File: src/rtl/fp_pkg.sv
// Shared FP32 definitions: the reduction sequencer's state encoding and the FP32
// constants and field widths used around the external adder.
package fp_pkg;

    typedef enum logic [1:0] {
        ST_IDLE = 2'd0,
        ST_ACC  = 2'd1,
        ST_WAIT = 2'd2,
        ST_DONE = 2'd3
    } state_t;

    localparam logic [31:0] FP32_ZERO = 32'h0000_0000;
    localparam logic [31:0] FP32_QNAN = 32'hFFC0_0000;

    localparam int FP32_W     = 32;
    localparam int FP32_EXP_W = 8;
    localparam int FP32_MAN_W = 23;

endpackage

File: src/rtl/fp32_reduce_seq_if.sv
// Bundles the element input stream, the adder operand/result bus and the result stream.
// The slave modport is the reduction block; the master modport is its environment.
interface fp32_reduce_seq_if #(
    parameter int CNT_W = 16
);
    import fp_pkg::*;

    // Both streams use valid/ready: a transfer happens on a rising clock edge where
    // valid and ready are both high; the producer holds data stable until then.
    logic             in_valid;
    logic             in_ready;
    logic [31:0]      in_data;
    logic             in_last;

    logic             add_en;
    logic [31:0]      add_a;
    logic [31:0]      add_b;
    logic [31:0]      add_z;
    logic             add_ready;

    logic             out_valid;
    logic             out_ready;
    logic [31:0]      out_sum;
    logic [CNT_W-1:0] out_count;
    logic             out_err;

    state_t           dbg_state;

    modport master (
        output in_valid, in_data, in_last, add_z, add_ready, out_ready,
        input  in_ready, add_en, add_a, add_b, out_valid, out_sum, out_count, out_err,
        input  dbg_state
    );

    modport slave (
        input  in_valid, in_data, in_last, add_z, add_ready, out_ready,
        output in_ready, add_en, add_a, add_b, out_valid, out_sum, out_count, out_err,
        output dbg_state
    );

endinterface

File: src/rtl/fp32_reduce_seq.sv
// Sequences a last-framed FP32 stream through an external registered adder, feeding the
// running sum back as operand A, and returns the sum with an element count.
module fp32_reduce_seq
    import fp_pkg::*;
#(
    parameter int CNT_W   = 16,
    parameter int TIMEOUT = 8
) (
    input  logic               clk,
    input  logic               rst,
    fp32_reduce_seq_if.slave   bus
);

    localparam int WAIT_W = $clog2(TIMEOUT + 1);

    state_t             state;
    logic [31:0]        acc;
    logic [CNT_W-1:0]   cnt;
    logic [CNT_W-1:0]   cnt_next;
    logic               last_q;
    logic               err;
    logic [WAIT_W-1:0]  wait_cnt;

    logic               in_ready_q;
    logic               out_valid_q;
    logic [31:0]        out_sum_q;
    logic [CNT_W-1:0]   out_count_q;
    logic               out_err_q;
    logic               acc_phase;

    assign cnt_next  = (&cnt) ? cnt : cnt + 1'b1;
    assign acc_phase = (state == ST_ACC);

    // Operands are combinational so the adder captures them on the same edge the element is accepted.
    assign bus.add_en    = acc_phase & bus.in_valid;
    assign bus.add_a     = acc_phase ? acc : FP32_ZERO;
    assign bus.add_b     = acc_phase ? bus.in_data : FP32_ZERO;

    assign bus.in_ready  = in_ready_q;
    assign bus.out_valid = out_valid_q;
    assign bus.out_sum   = out_sum_q;
    assign bus.out_count = out_count_q;
    assign bus.out_err   = out_err_q;
    assign bus.dbg_state = state;

    always_ff @(posedge clk or posedge rst) begin
        if (rst) begin
            state       <= ST_IDLE;
            acc         <= FP32_ZERO;
            cnt         <= '0;
            last_q      <= 1'b0;
            err         <= 1'b0;
            wait_cnt    <= '0;
            in_ready_q  <= 1'b1;
            out_valid_q <= 1'b0;
            out_sum_q   <= FP32_ZERO;
            out_count_q <= '0;
            out_err_q   <= 1'b0;
        end else begin
            case (state)
                ST_IDLE: begin
                    if (bus.in_valid) begin
                        acc <= bus.in_data;
                        cnt <= CNT_W'(1);
                        if (bus.in_last) begin
                            state       <= ST_DONE;
                            in_ready_q  <= 1'b0;
                            out_valid_q <= 1'b1;
                            out_sum_q   <= bus.in_data;
                            out_count_q <= CNT_W'(1);
                            out_err_q   <= err;
                        end else begin
                            state <= ST_ACC;
                        end
                    end
                end

                ST_ACC: begin
                    if (bus.in_valid) begin
                        cnt        <= cnt_next;
                        last_q     <= bus.in_last;
                        wait_cnt   <= '0;
                        state      <= ST_WAIT;
                        in_ready_q <= 1'b0;
                    end
                end

                ST_WAIT: begin
                    if (bus.add_ready) begin
                        acc <= bus.add_z;
                        if (last_q) begin
                            state       <= ST_DONE;
                            out_valid_q <= 1'b1;
                            out_sum_q   <= bus.add_z;
                            out_count_q <= cnt;
                            out_err_q   <= err;
                        end else begin
                            state      <= ST_ACC;
                            in_ready_q <= 1'b1;
                        end
                    end else if (wait_cnt == WAIT_W'(TIMEOUT - 1)) begin
                        // Abort keeps the last good accumulator as the reported sum.
                        err         <= 1'b1;
                        state       <= ST_DONE;
                        out_valid_q <= 1'b1;
                        out_sum_q   <= acc;
                        out_count_q <= cnt;
                        out_err_q   <= 1'b1;
                    end else begin
                        wait_cnt <= wait_cnt + 1'b1;
                    end
                end

                ST_DONE: begin
                    if (bus.out_ready) begin
                        state       <= ST_IDLE;
                        cnt         <= '0;
                        err         <= 1'b0;
                        last_q      <= 1'b0;
                        out_valid_q <= 1'b0;
                        in_ready_q  <= 1'b1;
                    end
                end

                default: begin
                    state      <= ST_IDLE;
                    in_ready_q <= 1'b1;
                end
            endcase
        end
    end

endmodule

File: src/flat_wrapper.sv
// flat-port wrapper written by rule: the top's interface ports become plain ports
module fp32_reduce_seq_flat import fp_pkg::*;
#(
    parameter int CNT_W   = 16,
    parameter int TIMEOUT = 8
)
  (clk, rst, bus_in_valid, bus_in_data, bus_in_last, bus_add_z, bus_add_ready, bus_out_ready, bus_in_ready, bus_add_en, bus_add_a, bus_add_b, bus_out_valid, bus_out_sum, bus_out_count, bus_out_err, bus_dbg_state);
  fp32_reduce_seq_if #(.CNT_W(CNT_W)) bus_i ();
  input  logic clk;
  input  logic rst;
  input wire logic [$bits(bus_i.in_valid)-1:0] bus_in_valid;
  input wire logic [$bits(bus_i.in_data)-1:0] bus_in_data;
  input wire logic [$bits(bus_i.in_last)-1:0] bus_in_last;
  input wire logic [$bits(bus_i.add_z)-1:0] bus_add_z;
  input wire logic [$bits(bus_i.add_ready)-1:0] bus_add_ready;
  input wire logic [$bits(bus_i.out_ready)-1:0] bus_out_ready;
  output wire logic [$bits(bus_i.in_ready)-1:0] bus_in_ready;
  output wire logic [$bits(bus_i.add_en)-1:0] bus_add_en;
  output wire logic [$bits(bus_i.add_a)-1:0] bus_add_a;
  output wire logic [$bits(bus_i.add_b)-1:0] bus_add_b;
  output wire logic [$bits(bus_i.out_valid)-1:0] bus_out_valid;
  output wire logic [$bits(bus_i.out_sum)-1:0] bus_out_sum;
  output wire logic [$bits(bus_i.out_count)-1:0] bus_out_count;
  output wire logic [$bits(bus_i.out_err)-1:0] bus_out_err;
  output wire logic [$bits(bus_i.dbg_state)-1:0] bus_dbg_state;
  assign bus_i.in_valid = bus_in_valid;
  assign bus_i.in_data = bus_in_data;
  assign bus_i.in_last = bus_in_last;
  assign bus_i.add_z = bus_add_z;
  assign bus_i.add_ready = bus_add_ready;
  assign bus_i.out_ready = bus_out_ready;
  assign bus_in_ready = bus_i.in_ready;
  assign bus_add_en = bus_i.add_en;
  assign bus_add_a = bus_i.add_a;
  assign bus_add_b = bus_i.add_b;
  assign bus_out_valid = bus_i.out_valid;
  assign bus_out_sum = bus_i.out_sum;
  assign bus_out_count = bus_i.out_count;
  assign bus_out_err = bus_i.out_err;
  assign bus_dbg_state = bus_i.dbg_state;
  fp32_reduce_seq #(.CNT_W(CNT_W), .TIMEOUT(TIMEOUT)) u_core (.clk(clk), .rst(rst), .bus(bus_i));
endmodule
File: config.mk
export PLATFORM = sky130hd
export DESIGN_NAME = fp32_reduce_seq_flat
export DESIGN_NICKNAME = d
export VERILOG_FILES = /design/src/rtl/fp_pkg.sv /design/src/rtl/fp32_reduce_seq_if.sv /design/src/rtl/fp32_reduce_seq.sv /design/src/flat_wrapper.sv
export SDC_FILE = /design/constraint.sdc
export NUM_CORES = 1
export LEC_CHECK = 0
export ABC_AREA = 1
export CELL_PAD_IN_SITES_DETAIL_PLACEMENT = 1
export CELL_PAD_IN_SITES_GLOBAL_PLACEMENT = 1
export CORE_ASPECT_RATIO = 1.4
export CORE_UTILIZATION = 33
export DETAILED_ROUTE_END_ITERATION = 7
export GPL_TIMING_DRIVEN = 1
export PLACE_DENSITY_LB_ADDON = 0.05
export SLEW_MARGIN = 20
export SYNTH_ARGS = -nofsm -noshare
export SYNTH_HDL_FRONTEND = slang
export SYNTH_SLANG_ARGS = --single-unit
File: constraint.sdc
create_clock -name clk -period 4.5 [get_ports clk]
set_clock_uncertainty 0.15 [all_clocks]
set_input_delay 1.125 -clock clk [delete_from_list [all_inputs] [get_ports clk]]
set_output_delay 1.125 -clock clk [all_outputs]
set_load 0.01 [all_outputs]
; Word level (Yosys, flattened, before mapping)
; Cells that the tools add are included.
[classes]
reduce_logical = 17
bitwise_logic = 1
n_eq_ne = 16
shifts = 0
div = 0
multipliers = 0
mux = 57
order_cmp = 0
add_sub_neg = 2
[ops]
columns = operator, n
row1 = 32-bit two-way mux, 9
row2 = 16-bit two-way mux, 9
row3 = 32-bit one-hot mux with 2 select lines, 2
row4 = 16-bit one-hot mux with 3 select lines, 1
row5 = 16-bit one-hot mux with 2 select lines, 1
row6 = 1-bit two-way mux, 18
row7 = 2-bit inequality test (second input constant), 9
row8 = 16-bit by 1-bit adder with 16-bit output (second input constant), 1
row9 = 16-bit AND reduction, 1
row10 = 2-bit two-way mux, 7
row11 = 4-bit two-way mux, 3
row12 = 4-bit AND reduction, 3
row13 = 6-bit AND reduction, 2
row14 = 5-bit AND reduction, 2
row15 = 2-bit one-hot mux with 4 select lines, 1
row16 = 4-bit one-hot mux with 2 select lines, 1
row17 = 2-bit nonzero test, 4
row18 = 3-bit by 2-bit inequality test with 1-bit output (second input constant), 2
row19 = 1-bit one-hot mux with 2 select lines, 3
row20 = 3-bit AND reduction, 2
row21 = 3-bit nonzero test, 2
row22 = 4-bit by 1-bit adder with 4-bit output (second input constant), 1
row23 = 2-bit equality test (second input constant), 2
row24 = 4-bit by 3-bit equality test with 1-bit output (second input constant), 1
row25 = other kinds (6), 6
[totals]
memories = 0
latch_bits = 0
register_bits = 107
mem_bits_ro = 0
ramBits = 0
input_bits = 70

; Longest topological paths before layout
[logic_depth]
ltp_word = 4
depth_mapped = 10
ltp_nobuf = 9

; Worst setup path after synthesis
; OpenSTA, ideal clock, no wires.
[synth_path]
path_type = register -> output
start = reg u_core.state[1] (netlist: u_core.bus.dbg_state[1])
end = out bus_add_a[24]
path_stages_with_launch = 8
required_ns = 3.225
arrival_time_ns = 1.614
slack_ns = 1.611
cell_sequence = dfrtp_1 inv_1 ha_1 buf_2 buf_1 buf_1 nand2_1 inv_1
[synth_via]
elab_chain_len = 2
[synth_lines]
columns = element, line_no
row1 = from (decl), fp32_reduce_seq.sv:16  ; state_t state;
row2 = from (signal assigned), fp32_reduce_seq.sv:48  ; state <= ST_IDLE;
row3 = from (signal assigned), fp32_reduce_seq.sv:66  ; state <= ST_DONE;
row4 = from (signal assigned), fp32_reduce_seq.sv:73  ; state <= ST_ACC;
row5 = 2-bit by 1-bit equality test with 1-bit output, fp32_reduce_seq.sv:32  ; assign acc_phase = (state == ST_ACC);
row6 = 32-bit two-way mux, fp32_reduce_seq.sv:36  ; assign bus.add_a = acc_phase ? acc : FP32_ZERO;
row7 = to (decl), flat_wrapper.sv:19  ; output wire logic [$bits(bus_i.add_a)-1:0] bus_add_a;
; Every way passes these cells.

; Worst setup path after layout
; Ends and elaborated chain as after synthesis.

==> key figures <==
Die
  – Die X: 115 µm
  – Core outline area: 0.0175 mm²
  – Die H: ~160 µm
  – Site row count: 57
  – Die area: between 0.015 and 0.02 mm²
  – Ports: roughly 190
  – Starting Density: 0.340

Timing
  – Post-layout min period: 3680 ps
  – Period utilization: 0.817
  – Tightest Pin Transition: 972 ps
  – Max Clock Freq: around 270 MHz
  – Max Slew Vio Count: 0
  – Worst slew margin: 0.352
  – Final Setup Violations: 0
  – Final setup TNS: 0 ps
  – RSZ-0062 raised after global routing: false
  – Final hold vios: 0

Worst setup path
  – Critical Path Most Common Cell: inv_1
  – Worst path max stage delay: 570 ps
  – Crit. End Element: output pin
  – Required @ worst endpoint: roughly 3200 ps
  – Slowest-stage cell, CP: clkdlybuf4s50_1
  – Critical-path maximum fanout: 62
  – CP cell instances: inv_1 -> ha_2 -> buf_12 -> nand2_1 -> inv_1 -> clkdlybuf4s50_1
  – Buf+Inv Stages, Crit Path: 4
  – Crit path DAT: 2400 ps
  – Delay-heaviest family, CP: buffers and inverters
  – Worst setup SP type: register
  – WS Path Type: register to output pin

Layout
  – Design area: 0.00826 mm²
  – NumNets Final: 1053
  – Area Overhead vs Synth: 39.0%
  – Fillers: 2183
  – Antenna Cells: 0
  – Layout cell share with drive strength beyond 1: 0.0367
  – Area of the multi-input gates: 0.00260 mm²
  – Area occupied by registers: 0.00268 mm²

Clock network
  – Worst-path clk slew: 70 ps
  – Worst-skew pair later-pin latency: 350 ps
  – TritonCTS clock tree: built
  – Clock Path Buffers: 2
  – Post-cts gate resize count: 0
  – H-Tree Depth: 3
  – CTS buffer count: 9
  – Hold_buf cts: 0
  – Root Buffer: clkbuf_16
  – Clock Sinks: 107
  – Post-CTS Setup Inserts: 0

Synth
  – Synth Register Bits: 107
  – Ys flop type: dfrtp_1
  – EDFF count, synth: 0
  – Commonest cells post-synth: 310 x nand2_1, 119 x inv_1, 106 x dfrtp_1
  – Synth Instances: 809
  – Post-synth top area share: 0.447
  – Seq/Total Area, Yosys: 0.451
  – Async SR Flop Fraction: 1.00
  – Biggest area consumer among synthesized cells: dfrtp_1
  – Most common cell in the netlist: nand2_1
  – Ys Warns: 0
  – Netlist cell types: 33
  – Syn nets: 887
  – Top cells by area, synth: dfrtp_1 45%, nand2_1 20%, inv_1 7.5%, o21ai_0 6.4%, o221ai_1 2.2%
  – Syn Std Cell Area: slightly below 0.006 mm²
  – Avg Cell Area, Syn: between 7 and 8 µm²

Global routing
  – Global-route wire length before repair: between 30 and 40 mm
  – Aggregate global-route resource usage: 0.227
  – Vias in the first global route: 6513
  – Initial antenna violation count: 0
  – Aggregate global routing overflow: 0
  – Largest net degree at the start of global routing: 76

Detailed routing
  – DRT Pass-1 Iters: 4
  – Vias/cell: 4.87
  – Final WL: 20.1 mm
  – Wirelength per Cell: between 15 and 20 µm
  – DRC Markers: 0
  – Remaining antenna violation count: 0
  – Initial DRC count: 230
  – Vias: 5922

Power
  – Power Internal: 3.00 mW
  – Power Dens Cells: roughly 660 mW/mm²
  – Clk pwr share: 0.140
  – Cell leakage power: ~4 nW
  – Flop pwr share: 0.288
  – Worst IR Drop VDD: 333 µV
  – Switch share: 0.445
  – Power share of the combinational group: 0.572
  – Switching pwr: between 2 and 2.5 mW

Min path
  – Worst hold path class: register to register

Placement
  – Placed Area: 0.00798 mm²
  – Port Buffers: 187
  – Routability congestion estimate: between 0.7 and 0.8
  – Hpwl dp: ~15 mm

Run
  – Max_cap viols: 0

Outcome
  – Status: completed
[kinds of logic after synthesis]
logic type / count (synthesis) / synth area share
AND/OR/NAND/NOR: 367 / 0.245
buffers and inverters: 160 / 0.114
AO/OA/AOI/OAI: 156 / 0.158
flip-flops: 107 / 0.451
XOR/XNOR: 11 / 0.0162
adder cells (fa/ha/maj): 8 / 0.0168
[routing by layer]
| metal | vias to the layer above | part of all wire | wire [µm] | global-route usage |
|---|---|---|---|---|
| li1 | 2871 | - | - | - |
| met1 | 2902 | 0.41 | 8180 | 0.254 |
| met2 | 120 | 0.53 | 10700 | 0.424 |
| met3 | 29 | 0.036 | 732 | 0.0309 |
| met4 | 0 | 0.027 | 535 | 0.0909 |
| met5 | - | 0 | 0 | 0 |
[metrics by stage]
stage	power, mW	hold slack (ps)	instances	utilization	worst slack, ps
floorplan	3.35	304	809	-	409
global placement	4.59	311	1200	0.456	857
detailed placement	4.72	317	1200	0.456	857
CTS	5.50	335	1216	0.473	802
global route	5.86	362	1216	0.473	678
finish	5.41	330	1216	0.473	824
[path summary, 6_finish.rpt]
kind	cells past startpoint	slack (ps)	from	end
worst min register to register	2	330	u_core.bus.out_sum[13]	u_core.bus.out_sum[13]
worst max-delay path	6	820	u_core.bus.dbg_state[1]	bus_add_a[24]
worst min-delay path	2	330	u_core.bus.out_sum[13]	u_core.bus.out_sum[13]
min in group asynchronous	2	1190	rst	u_core.bus.out_count[0]
worst max register to register	8	1590	u_core.bus.dbg_state[0]	u_core.bus.out_sum[10]
max in group asynchronous	3	2130	rst	u_core.bus.out_sum[11]
[placed cells by master (no fill, tap or decap), types with 2 or more instances in the layout]
cell,count
o31ai_1,4
buf_4,8
o221ai_1,15
o211ai_1,15
a21oi_1,21
clkinvlp_4,3
o21ai_0,76
xor2_1,5
clkbuf_16,9
nand3_1,15
nand4_1,4
nor2_1,27
o21ai_1,6
nand3b_1,3
o21a_1,16
inv_1,117
nand2_1,310
nor3_1,2
clkinv_2,2
xnor2_1,6
ha_1,7
dfrtp_1,106
clkdlybuf4s50_1,187
[worst min-delay path, stage by stage, from the launching register on]
cell     delay [ps]
dfrtp_1         340
nand2_1          50
nand2_1          50
[sequential cells by signal, indices dropped and copies added (netlist names)]
| register | count |
|---|---|
| u_core.last_q | 1 |
| u_core.bus.out_err | 1 |
| u_core.bus.dbg_state | 2 |
| u_core.cnt | 16 |
| u_core.bus.in_ready | 1 |
| u_core.bus.out_sum | 32 |
| u_core.bus.out_count | 16 |
| u_core.acc | 32 |
| u_core.err | 1 |
| u_core.bus.out_valid | 1 |
| u_core.wait_cnt | 4 |
[area by class of cell]
class	count	area share
Multi-Input combinational cell	542	0.315
Sequential cell	107	0.324
Inverter	119	0.0544
Clock buffer	10	0.0289
Timing Repair Buffer	196	0.236
Clock inverter	6	0.00500
Tap cell	236	0.0358
[power by group through the flow]
stage	clock network (mW)	registers [mW]	logic, mW
2_1_floorplan	0	1.59	1.76
3_3_place_gp	0	1.55	3.03
3_5_place_dp	0	1.58	3.14
4_1_cts	0.788	1.56	3.16
5_1_grt	0.822	1.60	3.43
6_report	0.759	1.56	3.09
Power figures use the tool's default switching activity.
